## src/rtl/projectile_pool_pkg.sv

```systemverilog
// Shared types for the projectile pool: scan FSM states, slot record and a
// distance helper used by the pixel compositor path.
package projectile_pool_pkg;

  localparam int COORD_W_DEF = 10;

  typedef enum logic [0:0] {
    IDLE   = 1'b0,
    UPDATE = 1'b1
  } state_t;

  typedef struct packed {
    logic                   valid;
    logic [COORD_W_DEF-1:0] x;
    logic [COORD_W_DEF-1:0] y;
  } slot_t;

  // Absolute difference without ever forming a negative intermediate.
  function automatic logic [COORD_W_DEF-1:0] abs_diff(input logic [COORD_W_DEF-1:0] a,
                                                      input logic [COORD_W_DEF-1:0] b);
    return (a >= b) ? (a - b) : (b - a);
  endfunction

endpackage

```

## src/rtl/projectile_pool_if.sv

```systemverilog
// Spawn request channel between the game logic (master) and the pool (slave).
interface projectile_pool_if
  import projectile_pool_pkg::*;
#(
  parameter int COORD_W = COORD_W_DEF
);

  // spawn_req is a level held by the master, with spawn_x/spawn_y stable, until
  // exactly one of spawn_ack / spawn_drop pulses for a single cycle. The pool
  // never evaluates a request during that pulse cycle, so a request still held
  // afterwards is treated as a fresh one.
  logic               spawn_req;
  logic [COORD_W-1:0] spawn_x;
  logic [COORD_W-1:0] spawn_y;
  logic               spawn_ack;
  logic               spawn_drop;

  modport master (
    output spawn_req, spawn_x, spawn_y,
    input  spawn_ack, spawn_drop
  );

  modport slave (
    input  spawn_req, spawn_x, spawn_y,
    output spawn_ack, spawn_drop
  );

endinterface

```

## src/rtl/projectile_pool_free_encoder.sv

```systemverilog
// Lowest-index free slot finder: any_free is set when at least one slot is
// not valid, and index names the lowest such slot.
module pool_free_encoder #(
  parameter  int N_SLOTS = 8,
  localparam int IDX_W   = $clog2(N_SLOTS)
) (
  input  logic [N_SLOTS-1:0] valid,
  output logic               any_free,
  output logic [IDX_W-1:0]   index
);

  always_comb begin
    any_free = ~&valid;
    index    = '0;
    for (int i = N_SLOTS - 1; i >= 0; i--) begin
      if (!valid[i]) index = IDX_W'(i);
    end
  end

endmodule

```

## src/rtl/projectile_pool.sv

```systemverilog
// Pool of projectile slots: allocates on spawn, moves every live slot once per
// frame tick (one slot per cycle), frees on leaving the screen or hitting the target.
module projectile_pool
  import projectile_pool_pkg::*;
#(
  parameter  int N_SLOTS  = 8,
  parameter  int COORD_W  = COORD_W_DEF,
  parameter  int SPEED    = 4,
  parameter  int RAIO     = 3,
  parameter  int SCREEN_H = 480,
  parameter  bit DIR_DOWN = 1'b0,
  localparam int IDX_W    = $clog2(N_SLOTS),
  localparam int CNT_W    = $clog2(N_SLOTS + 1)
) (
  input  logic                CLOCK_50,
  input  logic                reset,
  input  logic                pausa,
  input  logic                tick,
  projectile_pool_if.slave    spawn,
  input  logic [COORD_W-1:0]  alvo_x,
  input  logic [COORD_W-1:0]  alvo_y,
  input  logic [COORD_W-1:0]  alvo_largura,
  input  logic [COORD_W-1:0]  alvo_altura,
  output logic                hit,
  output logic [7:0]          hit_count,
  output logic [CNT_W-1:0]    ativos,
  output logic                overrun,
  input  logic [COORD_W-1:0]  VGA_X,
  input  logic [COORD_W-1:0]  VGA_Y,
  output logic                pixel_on,
  output state_t              state_dbg,
  output logic [IDX_W-1:0]    idx_dbg,
  output slot_t [N_SLOTS-1:0] slots_dbg
);

  localparam logic [COORD_W:0]   SPEED_W    = (COORD_W + 1)'(SPEED);
  localparam logic [COORD_W:0]   SCREEN_H_W = (COORD_W + 1)'(SCREEN_H);
  localparam logic [COORD_W-1:0] RAIO_C     = COORD_W'(RAIO);
  localparam logic [IDX_W-1:0]   LAST_IDX   = IDX_W'(N_SLOTS - 1);

  state_t               state_q, state_n;
  logic [IDX_W-1:0]     idx_q, idx_n;
  logic                 pending_q, pending_n;
  logic                 overrun_n;
  slot_t [N_SLOTS-1:0]  slots_q, slots_n;
  logic                 hit_n;
  logic [7:0]           hit_count_n;
  logic                 ack_q, ack_n;
  logic                 drop_q, drop_n;
  logic [CNT_W-1:0]     ativos_n;
  logic                 pix_any;

  logic [N_SLOTS-1:0]   valid_vec;
  logic                 any_free;
  logic [IDX_W-1:0]     free_idx;

  logic                 tick_acc;
  logic                 spawn_go;
  slot_t                cur;
  logic [COORD_W:0]     y_ext;
  logic [COORD_W:0]     y_sum;
  logic [COORD_W-1:0]   new_y;
  logic                 off_screen;
  logic                 in_target;

  always_comb begin
    for (int i = 0; i < N_SLOTS; i++) valid_vec[i] = slots_q[i].valid;
  end

  pool_free_encoder #(.N_SLOTS(N_SLOTS)) u_free_enc (
    .valid    (valid_vec),
    .any_free (any_free),
    .index    (free_idx)
  );

  // A tick in the same cycle wins over a spawn; the held request simply waits.
  assign tick_acc = tick & ~pausa;
  assign spawn_go = (state_q == IDLE) & ~pausa & ~tick & spawn.spawn_req & ~ack_q & ~drop_q;

  assign cur   = slots_q[idx_q];
  assign y_ext = {1'b0, cur.y};

  always_comb begin
    if (DIR_DOWN) begin
      y_sum      = y_ext + SPEED_W;
      off_screen = (y_sum >= SCREEN_H_W);
    end else begin
      y_sum      = y_ext - SPEED_W;
      off_screen = (y_ext < SPEED_W);
    end
    new_y = y_sum[COORD_W-1:0];
  end

  // Half-open rectangle test on the moved position; bounds widened by one bit.
  assign in_target = ({1'b0, alvo_x} <= {1'b0, cur.x}) &&
                     ({1'b0, cur.x}  <  ({1'b0, alvo_x} + {1'b0, alvo_largura})) &&
                     ({1'b0, alvo_y} <= {1'b0, new_y}) &&
                     ({1'b0, new_y}  <  ({1'b0, alvo_y} + {1'b0, alvo_altura}));

  always_comb begin
    state_n     = state_q;
    idx_n       = idx_q;
    pending_n   = pending_q;
    overrun_n   = overrun;
    slots_n     = slots_q;
    hit_n       = 1'b0;
    hit_count_n = hit_count;
    ack_n       = 1'b0;
    drop_n      = 1'b0;
    unique case (state_q)
      IDLE: begin
        if (tick_acc) begin
          state_n = UPDATE;
          idx_n   = '0;
        end else if (spawn_go) begin
          if (any_free) begin
            slots_n[free_idx].valid = 1'b1;
            slots_n[free_idx].x     = spawn.spawn_x;
            slots_n[free_idx].y     = spawn.spawn_y;
            ack_n                   = 1'b1;
          end else begin
            drop_n = 1'b1;
          end
        end
      end
      UPDATE: begin
        if (tick_acc) begin
          if (pending_q) overrun_n = 1'b1;
          else           pending_n = 1'b1;
        end
        if (cur.valid) begin
          if (off_screen) begin
            slots_n[idx_q].valid = 1'b0;
          end else if (in_target) begin
            slots_n[idx_q].valid = 1'b0;
            hit_n                = 1'b1;
            hit_count_n          = hit_count + 8'd1;
          end else begin
            slots_n[idx_q].y = new_y;
          end
        end
        if (idx_q == LAST_IDX) begin
          idx_n = '0;
          if (pending_n) begin
            pending_n = 1'b0;
            state_n   = UPDATE;
          end else begin
            state_n = IDLE;
          end
        end else begin
          idx_n = idx_q + 1'b1;
        end
      end
      default: state_n = IDLE;
    endcase
  end

  always_comb begin
    ativos_n = '0;
    for (int i = 0; i < N_SLOTS; i++) ativos_n = ativos_n + CNT_W'(slots_n[i].valid);
  end

  always_ff @(posedge CLOCK_50) begin
    if (reset) begin
      state_q   <= IDLE;
      idx_q     <= '0;
      pending_q <= 1'b0;
      overrun   <= 1'b0;
      slots_q   <= '0;
      hit       <= 1'b0;
      hit_count <= '0;
      ack_q     <= 1'b0;
      drop_q    <= 1'b0;
      ativos    <= '0;
    end else begin
      state_q   <= state_n;
      idx_q     <= idx_n;
      pending_q <= pending_n;
      overrun   <= overrun_n;
      slots_q   <= slots_n;
      hit       <= hit_n;
      hit_count <= hit_count_n;
      ack_q     <= ack_n;
      drop_q    <= drop_n;
      ativos    <= ativos_n;
    end
  end

  // Compositor path looks at the slots as registered, giving a fixed one-cycle latency.
  always_comb begin
    pix_any = 1'b0;
    for (int i = 0; i < N_SLOTS; i++) begin
      if (slots_q[i].valid &&
          (abs_diff(VGA_X, slots_q[i].x) <= RAIO_C) &&
          (abs_diff(VGA_Y, slots_q[i].y) <= RAIO_C))
        pix_any = 1'b1;
    end
  end

  always_ff @(posedge CLOCK_50) begin
    if (reset) pixel_on <= 1'b0;
    else       pixel_on <= pix_any;
  end

  assign spawn.spawn_ack  = ack_q;
  assign spawn.spawn_drop = drop_q;
  assign state_dbg        = state_q;
  assign idx_dbg          = idx_q;
  assign slots_dbg        = slots_q;

endmodule

```

## src/flat_wrapper.sv

```systemverilog
// flat-port wrapper written by rule: the top's interface ports become plain ports
module projectile_pool_flat import projectile_pool_pkg::*;
#(
  parameter  int N_SLOTS  = 8,
  parameter  int COORD_W  = COORD_W_DEF,
  parameter  int SPEED    = 4,
  parameter  int RAIO     = 3,
  parameter  int SCREEN_H = 480,
  parameter  bit DIR_DOWN = 1'b0,
  localparam int IDX_W    = $clog2(N_SLOTS),
  localparam int CNT_W    = $clog2(N_SLOTS + 1)
)
  (CLOCK_50, reset, pausa, tick, alvo_x, alvo_y, alvo_largura, alvo_altura, hit, hit_count, ativos, overrun, VGA_X, VGA_Y, pixel_on, state_dbg, idx_dbg, slots_dbg, spawn_spawn_req, spawn_spawn_x, spawn_spawn_y, spawn_spawn_ack, spawn_spawn_drop);
  projectile_pool_if #(.COORD_W(COORD_W)) spawn_i ();
  input  logic CLOCK_50;
  input  logic reset;
  input  logic pausa;
  input  logic tick;
  input  logic [COORD_W-1:0] alvo_x;
  input  logic [COORD_W-1:0] alvo_y;
  input  logic [COORD_W-1:0] alvo_largura;
  input  logic [COORD_W-1:0] alvo_altura;
  output logic hit;
  output logic [7:0] hit_count;
  output logic [CNT_W-1:0] ativos;
  output logic overrun;
  input  logic [COORD_W-1:0] VGA_X;
  input  logic [COORD_W-1:0] VGA_Y;
  output logic pixel_on;
  output state_t state_dbg;
  output logic [IDX_W-1:0] idx_dbg;
  output slot_t [N_SLOTS-1:0] slots_dbg;
  input wire logic [$bits(spawn_i.spawn_req)-1:0] spawn_spawn_req;
  input wire logic [$bits(spawn_i.spawn_x)-1:0] spawn_spawn_x;
  input wire logic [$bits(spawn_i.spawn_y)-1:0] spawn_spawn_y;
  output wire logic [$bits(spawn_i.spawn_ack)-1:0] spawn_spawn_ack;
  output wire logic [$bits(spawn_i.spawn_drop)-1:0] spawn_spawn_drop;
  assign spawn_i.spawn_req = spawn_spawn_req;
  assign spawn_i.spawn_x = spawn_spawn_x;
  assign spawn_i.spawn_y = spawn_spawn_y;
  assign spawn_spawn_ack = spawn_i.spawn_ack;
  assign spawn_spawn_drop = spawn_i.spawn_drop;
  projectile_pool #(.N_SLOTS(N_SLOTS), .COORD_W(COORD_W), .SPEED(SPEED), .RAIO(RAIO), .SCREEN_H(SCREEN_H), .DIR_DOWN(DIR_DOWN)) u_core (.CLOCK_50(CLOCK_50), .reset(reset), .pausa(pausa), .tick(tick), .spawn(spawn_i), .alvo_x(alvo_x), .alvo_y(alvo_y), .alvo_largura(alvo_largura), .alvo_altura(alvo_altura), .hit(hit), .hit_count(hit_count), .ativos(ativos), .overrun(overrun), .VGA_X(VGA_X), .VGA_Y(VGA_Y), .pixel_on(pixel_on), .state_dbg(state_dbg), .idx_dbg(idx_dbg), .slots_dbg(slots_dbg));
endmodule
```

## config.mk

```make
export PLATFORM = sky130hd
export DESIGN_NAME = projectile_pool_flat
export DESIGN_NICKNAME = d
export VERILOG_FILES = /design/src/rtl/projectile_pool_pkg.sv /design/src/rtl/projectile_pool_if.sv /design/src/rtl/projectile_pool_free_encoder.sv /design/src/rtl/projectile_pool.sv /design/src/flat_wrapper.sv
export SDC_FILE = /design/constraint.sdc
export NUM_CORES = 1
export LEC_CHECK = 0
export ABC_AREA = 1
export ABC_CLOCK_PERIOD_IN_PS = 7800
export CAP_MARGIN = 20
export CORE_ASPECT_RATIO = 1.2
export CORE_MARGIN = 1
export CORE_UTILIZATION = 45
export CTS_CLUSTER_SIZE = 25
export DETAILED_ROUTE_END_ITERATION = 16
export PLACE_DENSITY = 0.68
export SLEW_MARGIN = 20
export SYNTH_ARGS = -nofsm -noshare
export SYNTH_HDL_FRONTEND = slang
export SYNTH_HIERARCHICAL = 1
export SYNTH_SLANG_ARGS = --single-unit
```

## constraint.sdc

```tcl
create_clock -name CLOCK_50 -period 7.8 [get_ports CLOCK_50]
set_input_delay 2.34 -clock CLOCK_50 [delete_from_list [all_inputs] [get_ports CLOCK_50]]
set_output_delay 2.34 -clock CLOCK_50 [all_outputs]
set_load 0.02 [all_outputs]
```

* Word-level counts from Yosys, hierarchy flattened *
Index checks and enable logic that the tools add are counted.

word-level totals
  bits in registers = 190
  logic and storage cells = 235

operators by class
  bitwise logic cells = 14
  reduce and logical (&&, ||, !) cells = 27
  add/subtract/negate cells = 44
  $lt $le $gt $ge = 41
  multiplexer cells = 69
  eq/ne operators = 6

operator list
  cell                   number
  $mux 168               6
  $bwmux 168             5
  $pmux 168 s2           1
  $sub 10x10->10         32
  $demux 21 s3           5
  $mux 10                18
  $ge 10x10->1           16
  $le 10x2->1 const B    16
  $bmux 21 s3            1
  $mux 21                3
  $mux 3                 10
  $add 4x1->4            6
  $add 10x10->11         2
  $lt 10x11->1           2
  $logic_and 1x1->1      21
  $le 10x10->1           2
  $mux 20                1
  $mux 1                 17
  $lt 10x3->1 const B    1
  $sub 10x3->10 const B  1
  $add 8x1->8 const B    1
  $lt 3x4->1 const B     2
  $not 1->1              8
  $reduce_and 4->1       2
  other kinds (12)       22

* Longest topological paths before layout *
  depth in word-level cells = 26
  depth in mapped cells = 38
  mapped depth without buffers = 35

* By module *
The synthesis kept the hierarchy.

by module, submodules not included
  module             area each (µm²)  sequential area each (µm²)  instances  cells each
  projectile_pool    26598.0          3803.6                      1          4497
  pool_free_encoder  78.8             0.0                         1          18

* Worst setup path after synthesis *
Ideal clock, no wire load.

  path type = input port to flip-flop
  start = in alvo_x[2]
  end = reg u_core.ativos[2]
  cell stages on the path = 30
  path slack = 302 ps
  data arrival time = 7370 ps
  cells stage by stage = ha_1 a21oi_1 nand2_1 a21oi_1 o21bai_1 a21oi_1 o21bai_1 nand2_1 nand2_1 a21oi_1 xor2_1 ha_1 nand4_1 o21ai_0 a21oi_1 nand2_1 a21oi_1 nand3_4 nand2_1 inv_2 o21ai_1 fa_1 fa_1 fa_1 inv_1 ha_1 inv_1 fa_1 xor2_1 nor2_1

between the ends
  cells in the longest elaborated chain, start to end = 16

ends and longest elaborated chain
  element                   line                    source
  start, declared           flat_wrapper.sv:19      input logic [COORD_W-1:0] alvo_x;
  $add 10x10->11            projectile_pool.sv:96   ({1'b0, cur.x} < ({1'b0, alvo_x} + {1'b0, alvo_largura})) &&
  $lt 10x11->1              projectile_pool.sv:96
  $logic_and 1x1->1 (*)     projectile_pool.sv:95   assign in_target = ({1'b0, alvo_x} <= {1'b0, cur.x}) &&
  $logic_and 1x1->1 (*)     projectile_pool.sv:96
  $logic_and 1x1->1 (*)     projectile_pool.sv:97   ({1'b0, alvo_y} <= {1'b0, new_y}) &&
  $mux 168 (*)              projectile_pool.sv:134  end else if (in_target) begin
  $mux 168 (*)              projectile_pool.sv:132  if (off_screen) begin
  $mux 168 (*)              projectile_pool.sv:131  if (cur.valid) begin
  $pmux 168 s2 (*)          projectile_pool.sv:110  unique case (state_q)
  $add 1x1->2               projectile_pool.sv:160  for (int i = 0; i < N_SLOTS; i++) ativos_n = ativos_n + CNT_W'(slots_n[i].valid);
  $add 4x1->4 (5 in a row)  projectile_pool.sv:160
  $add 4x1->4 (*)           projectile_pool.sv:160
  end signal, assigned      projectile_pool.sv:185  ativos <= ativos_n;
  end, declared             projectile_pool.sv:26   output logic [CNT_W-1:0] ativos,

Every way passes the cells marked *; elsewhere a longest branch is shown, timed or not. The select of a mux whose other input is x is not followed.
A chain may end at the register's enable or synchronous reset.

* Worst setup path in the final report *
  start = in alvo_x[3]
  end = reg u_core.ativos[1]

Same word-level chain as after synthesis.

==> results.cfg <==
[status]
status = finished clean

[route]
viasPerCell = 5.60
post_drt_wl_per_cell_um = 20.9
vias = 31200
antenna_left = 0
detail_route.first_pass.iterations = 6
dr.first_iter.drc_count = 3327
wirelength_um = 116000
drcViolationCount = 0

[timing]
slew_headroom_pct = 7.32
finalCritPeriodShare_pct = 97.3
final_hold_viol_count = 0
fin_worst_skew_ns = 0.0120
tightest_slew_ns = 1.39
period_needed_ns = 7.59
fmax_mhz = 132
final-setup-viol-count = 0
final_max_slew_viol_count = 0
worst_slack_ns = 0.214

[synthesis]
synth-seq-cells = 190
synth_top_flop_cell = dfxtp_1
synthArstFlopShare_pct = 0
synth_edf_count = 0
synth_warnings = 6
synth_cell_types = 47
yosysSeqAreaShare_pct = 14.3
synth_nets = 5005
syn_area_um2 = 26700
netlist_instances = 4515
syn_area_per_cell_um2 = 5.91

[die]
die_w_um = 224
initial_core_util_pct = 45.6
rows = 97
io_pins = 274
die-area_um2 = 60300
coreArea_um2 = 58500
die_height_um = 269

[flow_run]
cap_viol_max_count = 0

[clock_network]
htreeDepth = 4
clockRootBuffer = clkbuf_16
cts_num_sinks = 190
clk_latency_ns = 0.52
cts_tree = done
cts_buffers = 17
cts_hold_buf = 0
cts_buffer_depth = 2
clk_pin_slew_ns = 0.08

[placed_design]
place_ws_ns = -0.524
place_inst = 5529
dp_hpwl_um = 91600
post_dp_cell_area_um2 = 30400
numPortBuffers = 273
place_congestion = 1.09

[layout]
stdcell_count = 5566
drive_gt1_share_pct = 3.77
antennaDiodeCount = 0
layout.nets = 5251
fin_area_um2 = 31100
fin_util_pct = 53.2
area_growth_syn_to_layout_pct = 16.8

[critical_path]
cp_num_buf_inv = 5
crit_slowest_cell = clkdlybuf4s50_1
start_kind = input pin
cp_common_cell = nand2_1
cp-end-kind = flop
worst-setup-path-type = in2reg
slowest_delay_ns = 0.53
crit_fanout = 4
crit_required_ns = 8.18
r2r_start = u_core/idx_dbg[1]
arrival_ns = 7.97
crit_family = adder cells
startpoint = alvo_x[3]

[grt]
grt_pass1_vias = 28300
grt_max_degree = 83
grt_overflow = 0
grt_pass1_wl_um = 170000
antenna_found_initial = 1
grt_usage_pct = 37.6

[pwr]
powerDensity_nw_per_um2 = 112
ir_drop_mv = 0.122
leakagePower_nw = 16.1

[hold_path]
min_from = u_core/hit_count[7]
hold_class = reg2reg
-- per-stage QoR --
step                      total power, mW  setup TNS [ns]  hold slack, ns
after floorplan                      2.01               0           0.469
after global placement               2.53          -0.771           0.458
after detailed placement             2.54           -1.11           0.489
after CTS                            3.42               0           0.506
after global routing                 3.66         -0.0755           0.527
final                                3.48               0           0.499
-- registers in the layout, indices dropped and copies added, names as in the netlist --
name,flops
u_core/ativos,4
u_core/hit,1
u_core/hit_count,8
u_core/idx_dbg,3
u_core/overrun,1
u_core/pending_q,1
u_core/pixel_on,1
u_core/slots_dbg,168
u_core/spawn.spawn_ack,1
u_core/spawn.spawn_drop,1
u_core/state_dbg,1
-- placed cells by master (no fill, tap or decap), types with 13 or more instances in the layout --
cell,count
a211oi_1,57
a21boi_0,13
a21o_1,25
a21oi_1,324
a221oi_1,14
buf_4,97
clkbuf_16,17
clkdlybuf4s50_1,267
dfxtp_1,189
fa_1,37
ha_1,361
inv_1,606
nand2_1,1319
nand3_1,279
nand3b_1,15
nand4_1,73
nor2_1,549
nor3_1,16
o211ai_1,13
o21a_1,17
o21ai_0,218
o21bai_1,16
o22ai_1,28
xnor2_1,22
xor2_1,82
-- worst paths after layout --
check                                      endpoint  slack, ns  cells past startpoint
worst max-delay path               u_core/ativos[1]       0.21                     30
worst min-delay path            u_core/hit_count[7]       0.50                      2
worst max register to register     u_core/ativos[1]       0.62                     29
worst min register to register  u_core/hit_count[7]       0.50                      2
-- worst min-delay path: cells and delay by family (launching register included) --
kind             cells  cell delay (ns)
flip-flops           1             0.34
AND/OR/NAND/NOR      1             0.07
AO/OA/AOI/OAI        1             0.05
-- routing by layer --
layer	wire length, µm	track usage, %
met4	10400	29.8
met5	0	0
met1	44700	44.2
met3	11200	7.54
met2	50000	59.8
-- layout make-up --
class | instances | area, µm²
Clock buffer | 20 | 447
Multi-Input combinational cell | 3556 | 20000
Timing Repair Buffer | 371 | 3480
Inverter | 625 | 2350
Sequential cell | 190 | 3800
Tap cell | 792 | 991
Clock inverter | 12 | 100
Fill cell | 6273 | 27300
-- Yosys cell counts (all sizes together), types with 15 or more instances --
master / number / area share, %
a211oi: 57 / 1.6
a21o: 25 / 0.70
a21oi: 329 / 6.2
buf: 53 / 1.2
clkbuf: 91 / 1.3
dfxtp: 190 / 14
fa: 38 / 2.9
ha: 367 / 17
inv: 616 / 8.7
nand2: 1325 / 19
nand3: 282 / 5.3
nand3b: 15 / 0.42
nand4: 74 / 1.8
nor2: 557 / 7.9
nor3: 16 / 0.30
o21a: 17 / 0.48
o21ai: 228 / 4.3
o21bai: 16 / 0.45
o22ai: 28 / 0.66
xnor2: 23 / 0.76
xor2: 82 / 2.7
-- power by group --
part           total [mW]  switching (mW)  internal (mW)  leakage, nW
Sequential           1.01          0.0304          0.984         1.53
Combinational        1.58            1.06          0.515         14.3
Clock               0.886           0.463          0.423        0.268
Total                3.48            1.56           1.92         16.1
-- kinds of logic after synthesis --
logic type                 count (synthesis)  synth area share [%]
and+or+nand+nor                         2281                  34.7
buffers and inverters                    769                  11.3
AOI/OAI and AO/OA                        765                  16.2
adders and majority gates                405                  20.1
DFF                                      190                  14.3
xor gates and xnor gates                 105                  3.45
-- repair_timing --
item / in CTS / in global routing
endpoints found under the setup margin: 1 / 3
gates resized for setup: 2 / 30
pin swaps: 0 / 22
buffers inserted: 0 / 5
Note: power is estimated with default switching activity, not from simulation.
